File: src/rtl/reg_rename_free_list.sv
// Circular free list of physical registers for the rename stage. It grants one
// register per accepted rename, drives the map-table update and takes back committed frees.
module reg_rename_free_list #(
    parameter int REG_FILE_ADDR_WIDTH = 7,
    parameter int NUM_PHYS_REGS       = 128,
    parameter int NUM_ARCH_REGS       = 32
) (
    input  logic                           clock,
    input  logic                           reset,
    input  logic                           alloc_valid,
    output logic                           alloc_ready,
    input  logic [4:0]                     alloc_arch_rd,
    output logic [REG_FILE_ADDR_WIDTH-1:0] alloc_phys_rd,
    input  logic [REG_FILE_ADDR_WIDTH-1:0] map_old_phys_rd,
    output logic [REG_FILE_ADDR_WIDTH-1:0] alloc_old_phys_rd,
    output logic                           update_map,
    output logic [4:0]                     update_map_addr,
    output logic [REG_FILE_ADDR_WIDTH-1:0] new_map_value,
    output logic                           ready_in,
    input  logic                           free_valid,
    input  logic [REG_FILE_ADDR_WIDTH-1:0] free_phys,
    output logic [6:0]                     free_count,
    output logic                           init_done,
    output logic                           err_overflow
);

    localparam int DEPTH = NUM_PHYS_REGS - NUM_ARCH_REGS;
    localparam int PTR_W = $clog2(DEPTH);
    localparam logic [PTR_W-1:0] PTR_LAST   = PTR_W'(DEPTH - 1);
    localparam logic [6:0]       COUNT_FULL = 7'(DEPTH);

    typedef enum logic {
        S_INIT,
        S_RUN
    } state_t;

    state_t                         state_q, state_d;
    logic [PTR_W-1:0]               init_cnt_q;
    logic [PTR_W-1:0]               rd_ptr_q;
    logic [PTR_W-1:0]               wr_ptr_q;
    logic [6:0]                     free_count_q;
    logic                           err_q;
    logic [REG_FILE_ADDR_WIDTH-1:0] entries [DEPTH];

    logic                           in_run;
    logic                           rd_zero;
    logic                           consume;
    logic                           free_accept;
    logic                           free_drop;
    logic                           wr_en;
    logic [REG_FILE_ADDR_WIDTH-1:0] wr_data;

    // DEPTH is not a power of two, so pointers wrap explicitly.
    function automatic logic [PTR_W-1:0] ptr_inc(input logic [PTR_W-1:0] p);
        return (p == PTR_LAST) ? '0 : p + 1'b1;
    endfunction

    always_comb begin
        state_d = state_q;
        case (state_q)
            S_INIT:  if (init_cnt_q == PTR_LAST) state_d = S_RUN;
            S_RUN:   state_d = S_RUN;
            default: state_d = S_INIT;
        endcase
    end

    always_ff @(posedge clock or posedge reset) begin
        if (reset) state_q <= S_INIT;
        else       state_q <= state_d;
    end

    always_comb begin
        in_run      = (state_q == S_RUN);
        rd_zero     = (alloc_arch_rd == 5'd0);
        alloc_ready = in_run && (rd_zero || (free_count_q != 7'd0));
        consume     = alloc_valid && alloc_ready && !rd_zero;
        // free_phys==0 is the hardwired zero register and is never returned.
        free_accept = in_run && free_valid && (free_phys != '0) && (free_count_q != COUNT_FULL);
        free_drop   = free_valid && (!in_run || ((free_phys != '0) && (free_count_q == COUNT_FULL)));

        wr_en   = !in_run || free_accept;
        wr_data = in_run ? free_phys
                         : REG_FILE_ADDR_WIDTH'(NUM_ARCH_REGS) + REG_FILE_ADDR_WIDTH'(init_cnt_q);

        alloc_phys_rd     = rd_zero ? '0 : entries[rd_ptr_q];
        alloc_old_phys_rd = map_old_phys_rd;
        update_map        = consume;
        update_map_addr   = alloc_arch_rd;
        new_map_value     = alloc_phys_rd;
        ready_in          = 1'b0;
        free_count        = free_count_q;
        init_done         = in_run;
        err_overflow      = err_q;
    end

    always_ff @(posedge clock) begin
        if (wr_en) entries[wr_ptr_q] <= wr_data;
    end

    always_ff @(posedge clock or posedge reset) begin
        if (reset) begin
            init_cnt_q   <= '0;
            rd_ptr_q     <= '0;
            wr_ptr_q     <= '0;
            free_count_q <= '0;
            err_q        <= 1'b0;
        end else begin
            if (free_drop) err_q <= 1'b1;
            if (!in_run) begin
                init_cnt_q   <= ptr_inc(init_cnt_q);
                wr_ptr_q     <= ptr_inc(wr_ptr_q);
                free_count_q <= free_count_q + 7'd1;
            end else begin
                if (consume)     rd_ptr_q <= ptr_inc(rd_ptr_q);
                if (free_accept) wr_ptr_q <= ptr_inc(wr_ptr_q);
                case ({free_accept, consume})
                    2'b10:   free_count_q <= free_count_q + 7'd1;
                    2'b01:   free_count_q <= free_count_q - 7'd1;
                    default: free_count_q <= free_count_q;
                endcase
            end
        end
    end

endmodule

File: config.mk
export PLATFORM = sky130hd
export DESIGN_NAME = reg_rename_free_list
export DESIGN_NICKNAME = d
export VERILOG_FILES = /design/src/rtl/reg_rename_free_list.sv
export SDC_FILE = /design/constraint.sdc
export NUM_CORES = 1
export LEC_CHECK = 0
export ABC_AREA = 1
export CAP_MARGIN = 20
export CORE_UTILIZATION = 50
export DETAILED_ROUTE_END_ITERATION = 10
export PLACE_DENSITY = 0.71
export SLEW_MARGIN = 20
export SYNTH_ARGS = -nofsm -noshare
export SYNTH_HDL_FRONTEND = slang
export SYNTH_SLANG_ARGS = --single-unit
File: constraint.sdc
create_clock -name clock -period 6.3 [get_ports clock]
set_input_delay 1.575 -clock clock [delete_from_list [all_inputs] [get_ports clock]]
set_output_delay 1.575 -clock clock [all_outputs]
set_load 0.02 [all_outputs]
# Yosys cells after proc, flatten, opt, wreduce, memory -nomap -nowiden
# Memories as Yosys holds them, arrays and structs flattened.
# Cells that the tools add are included.
[word_totals]
inputBits = 23
memories = 1
rom_bits = 0
reg_bits = 30
ramBits = 672
latch_bits = 0
[memory_table]
columns = ["name", "depth", "width", "read_ports", "rd_ports_with_merged_regs", "wr", "line", "text"]
rows = [
  ["entries", 96, 7, 1, 0, 1, "43", "logic [REG_FILE_ADDR_WIDTH-1:0] entries [DEPTH];"],
]
[op_classes]
n_reduce_logical = 17
shift = 0
n_bitwise = 1
n_addsub = 6
n_eq_ne = 9
mux = 13
order_cmp = 0
div = 0
n_mul = 0
[op_table]
columns = ["op", "n"]
rows = [
  ["2-to-1 mux 7 bit", 8],
  ["adder 7 x 1 -> 7 bit, second input constant", 4],
  ["equality test 7 bit, second input constant", 4],
  ["case mux 7 bit (2 select lines)", 1],
  ["nonzero test 7 bit", 2],
  ["logical AND 1 bit", 8],
  ["adder 6 x 7 -> 7 bit, first input constant", 1],
  ["inequality test 7 bit, second input constant", 1],
  ["subtractor 7 x 1 -> 7 bit, second input constant", 1],
  ["logical NOT 5 bit", 1],
  ["logical OR 1 bit", 3],
  ["2-to-1 mux 1 bit", 3],
  ["inequality test 3 x 1 -> 1 bit, second input constant", 1],
  ["equality test 2 x 1 -> 1 bit, second input constant", 1],
  ["equality test 2 bit, second input constant", 1],
  ["logical NOT 1 bit", 2],
  ["inequality test 2 x 1 -> 1 bit, second input constant", 1],
  ["case mux 1 bit (2 select lines)", 1],
  ["AND reduction 2 bit", 1],
  ["inverter 1 bit", 1],
]

# Longest topological paths before layout
# Gate-level depths: netlist (run 1).
[depth]
ltp_word = 8
mapped_depth = 15
ltp_nobuf = 12

# Least setup slack after synthesis (run 1)
# No wires, ideal clock.
[synth_path]
path_type = "register to register"
from = "reg state_q, in the netlist init_done"
to = "mem entries[0][4] (data pin)"
setup_slack_ps = 688
required_time_ps = 5351
arrival_ps = 4663
path_stages_with_launch = 4
n_path_buf = 2
synth_period_minus_slack_ps = 5612
path_cell_list = "dfrtp_1 -> buf_2 -> clkbuf_1 -> o21ai_0"
[synth_via]
elab_chain_len = 1
[synth_rtl]
columns = ["element", "line", "text"]
rows = [
  ["start: declaration", "37", "state_t state_q, state_d;"],
  ["start signal: assignment", "69", "else state_q <= state_d;"],
  ["2-to-1 mux 7 bit", "82", "wr_data = in_run ? free_phys"],
  ["named net wr_data[4]", "51", "logic [REG_FILE_ADDR_WIDTH-1:0] wr_data;"],
  ["end: declaration", "43", ""],
]
# The timed path passes the listed nets, and every way through them passes these cells.

# Final worst setup path (run 1)
[layout_path]
from = "reg rd_ptr_q[0]"
to = "out alloc_phys_rd[6]"
[layout_via]
elab_chain_len = 2
[layout_rtl]
columns = ["element", "line", "text"]
rows = [
  ["start: declaration", "39", "logic [PTR_W-1:0] rd_ptr_q;"],
  ["start signal: assignment", "114", "if (consume) rd_ptr_q <= ptr_inc(rd_ptr_q);"],
  ["memory read (96 x 7 bit)", "n/a", ""],
  ["2-to-1 mux 7 bit", "85", "alloc_phys_rd = rd_zero ? '0 : entries[rd_ptr_q];"],
  ["end: declaration", "13", "output logic [REG_FILE_ADDR_WIDTH-1:0] alloc_phys_rd,"],
]
# No other way between the ends.

==> results_dict.tcl, run 1 <==
set metrics [dict create \
    min_path_type "flop to flop" \
    path_clk_slew_ps 60 \
    seq_area_um2 20940 \
    gp_congestion 0.9265 \
    ctsLongestPathBuffers 3 \
    cp_max_fo 215 \
    hp-start "err_overflow" \
    cts_buffers 72 \
    grt_antenna_before_repair 0 \
    critPathKind "flop to output port" \
    via_count 19600 \
    vias_per_cell 5.761 \
    grt_pass1_vias 18990 \
    synth-seq-cells 702 \
    dp.cells 3269 \
    cts_resized 0 \
    cp-start-kind "flop" \
    setup-violations-final 0 \
    overflow 0 \
    cts_hold_buffers 0 \
    final.min_clock_period_ps 6060 \
    grt_pass1_wl_um 111100 \
    final_core_util 0.5628 \
    syn_area_um2 29380 \
    post_cts_buffers 0 \
    syn_to_final_growth_pct 10.95 \
    start_util 0.5073 \
    grt_max_degree 216 \
    dieArea_um2 59730 \
    postRouteAntennaNets 0 \
    slew_headroom 0.2090 \
    holdPathStages 2 \
    rsz0062_at_grt "no" \
    rows 88 \
    die-height_um 244.4 \
    hold_slack_ps 473.2 \
    maxCapViolCount 0 \
    worst_pin_slew_ps 1187 \
    track_usage 0.2443 \
    crit_required_ps 4720 \
    hold_viol 0 \
    n_fill_cell 4773 \
    firstDrtPassIters 6 \
    drive_gt1_frac 0.06219 \
    cts_tree "done" \
    stdcell_count 3402 \
    die_x_um 244.4 \
    final_cell_area_um2 32600 \
    synth_cells 2593 \
    r2r_slack_ps 2760 \
    io_buffers 45 \
    routed_wl_um 71920 \
    synth_flop_cell "edfxtp_1" \
    nets 2609 \
    yosys_warnings 0 \
    power_density_nw_per_um2 300.5 \
    max-vdd-ir-drop_mv 0.2010 \
    min_period_over_period 0.9619 \
    ys_async_sr_fraction 0.04274 \
    maxClockFrequency_mhz 165.0 \
    finClkSkew_ps 23.77 \
    r2r_end "entries[95][4]" \
    clock_latency_ps 620 \
    synth-edff-count 672 \
    cts_sinks 702 \
    multi_input_area_um2 7405 \
    rr_worst_depth 4 \
    final_max_slew_viol_count 0 \
    r2r-start "init_done" \
    leakage_nw 11.44 \
    synth_seq_area_share 0.7124 \
    drt_iter0_drc 2298 \
    ios 61 \
    setup-tns-final_ps 0 \
    num_antenna_cells 0 \
    htreeDepth 3 \
    arrival_ps 4480 \
    core_area_um2 57920 \
    end_kind "output port" \
    syn_nets 2621 \
    hpwl_um 41840 \
    wl_per_cell_um 21.14 \
    avgSynthCellArea_um2 11.33 \
    dpl_cell_area_um2 30240 \
    drcViolationCount 0 \
    min_to "err_overflow" \
    clock-root-buffer "clkbuf_16" \
    status "complete, no violations" \
    synth_cell_types 38 \
]
## synthesized netlist by cell type (11+ instances only)
| cell type | number | area (um2) |
|---|---|---|
| a21boi_0 | 11 | 82.58 |
| a21oi_1 | 132 | 660.6 |
| buf_1 | 14 | 52.55 |
| buf_2 | 73 | 365.4 |
| buf_4 | 31 | 232.7 |
| clkbuf_1 | 34 | 127.6 |
| dfrtp_1 | 30 | 750.7 |
| edfxtp_1 | 672 | 20180 |
| inv_1 | 56 | 210.2 |
| nand2_1 | 835 | 3134 |
| nand3_1 | 306 | 1531 |
| nor2_1 | 190 | 713.2 |
| nor3_1 | 19 | 95.09 |
| o211ai_1 | 13 | 97.59 |
| o21ai_0 | 70 | 350.3 |
| o21ai_1 | 13 | 65.06 |
| o22ai_1 | 26 | 162.7 |
| xor2_1 | 12 | 105.1 |
## how the worst max path moves through the flow
stage / start / end / slack [ps] / cells past startpoint
2_1_floorplan: init_done / entries[0][4] / 690 / 3
3_3_place_gp: rd_ptr_q[1] / alloc_phys_rd[6] / 1050 / 11
3_5_place_dp: rd_ptr_q[1] / alloc_phys_rd[6] / 950 / 11
4_1_cts: rd_ptr_q[1] / alloc_phys_rd[6] / 280 / 11
5_1_grt: rd_ptr_q[1] / alloc_phys_rd[6] / 80 / 11
6_report: rd_ptr_q[0] / alloc_phys_rd[6] / 240 / 10
## placed cells by master, fill, tap and decap left out, types with 6 or more instances in the layout
cell,Yosys,layout
nand2_1,835,833
dfrtp_1,30,28
o21ai_1,13,13
a21boi_0,11,11
nand3_1,306,306
xor2_1,12,12
a21oi_1,132,131
edfxtp_1,672,672
buf_4,31,23
clkbuf_1,34,21
inv_1,56,56
nor3_1,19,19
o22ai_1,26,26
inv_2,7,6
clkinv_1,2,14
clkbuf_16,0,73
o211ai_1,13,13
o21ai_0,70,66
nand2_2,10,10
clkinv_2,1,8
clkdlybuf4s50_1,0,45
bufinv_16,0,6
nor2_1,190,190
## kinds of logic (layout without fill, tap and decap cells)
| group | Yosys count | count (layout) | synth area share |
|---|---|---|---|
| muxes | 1 | 1 | 0.0003407 |
| AOI/OAI and AO/OA | 268 | 268 | 0.04940 |
| buffers and inverters | 226 | 270 | 0.03803 |
| and+or+nand+nor | 1376 | 1376 | 0.1934 |
| DFF | 702 | 702 | 0.7124 |
| adders and majority gates | 5 | 5 | 0.002129 |
| other | 1 | 1 | 0.0001276 |
| xor gates and xnor gates | 14 | 14 | 0.004173 |
## power breakdown
group / switching [W] / internal, W / leakage [nW]
Sequential: 0.0000429 / 0.00505 / 6.17
Combinational: 0.000356 / 0.000179 / 4.16
Clock: 0.00176 / 0.00241 / 1.10
Total: 0.00216 / 0.00764 / 11.4
## layer usage
metal / GRT usage / up-vias / wire length [um]
met5: 0 / - / 0
met4: 0.09301 / 0 / 2367
met3: 0.04258 / 141 / 6677
met2: 0.3831 / 910 / 33320
met1: 0.3418 / 9564 / 29550
li1: - / 8983 / -
## area by class of cell
cell class	instances	share of cell area
Clock buffer	95	0.05888
Clock inverter	35	0.01125
Timing Repair Buffer	74	0.02326
Tap cell	765	0.02936
Sequential cell	702	0.6422
Inverter	66	0.007869
Multi-Input combinational cell	1665	0.2272
## flip-flops by register name, indices dropped and copies added (netlist names)
register,cells
init_done,1
wr_ptr_q,7
rd_ptr_q,7
init_cnt_q,7
entries,672
free_count,7
err_overflow,1
## per-stage QoR
stage | setup slack, ps | total power (W)
final | 240.3 | 0.009795
after global routing | 79.25 | 0.01007
after CTS | 281.4 | 0.009832
after detailed placement | 945.6 | 0.005717
after global placement | 1048 | 0.005706
after floorplan | 687.8 | 0.005558
## worst max-delay path, stage by stage, from the launching register on
cell             delay [ps]
dfrtp_4                 740
buf_12                  510
o21ai_0                 230
o22ai_1                 250
nand2_1                  80
nand2_1                 150
nand3_1                 160
nand3_1                 190
nand2_1                 140
a21oi_1                 310
clkdlybuf4s50_1         690
No activity file was read; power rests on OpenSTA's default activity.
==> inputs of run 2 (changes only) <==
--- a/config.mk
+++ b/config.mk
@@ -6,6 +6,7 @@
 export NUM_CORES = 1
 export LEC_CHECK = 0
 export ABC_AREA = 1
+export ABC_CLOCK_PERIOD_IN_PS = 6300
 export CAP_MARGIN = 20
 export CORE_UTILIZATION = 50
 export DETAILED_ROUTE_END_ITERATION = 10
==> results of run 2 <==
Final layout, timing and power as in run 1 (identical DEF).
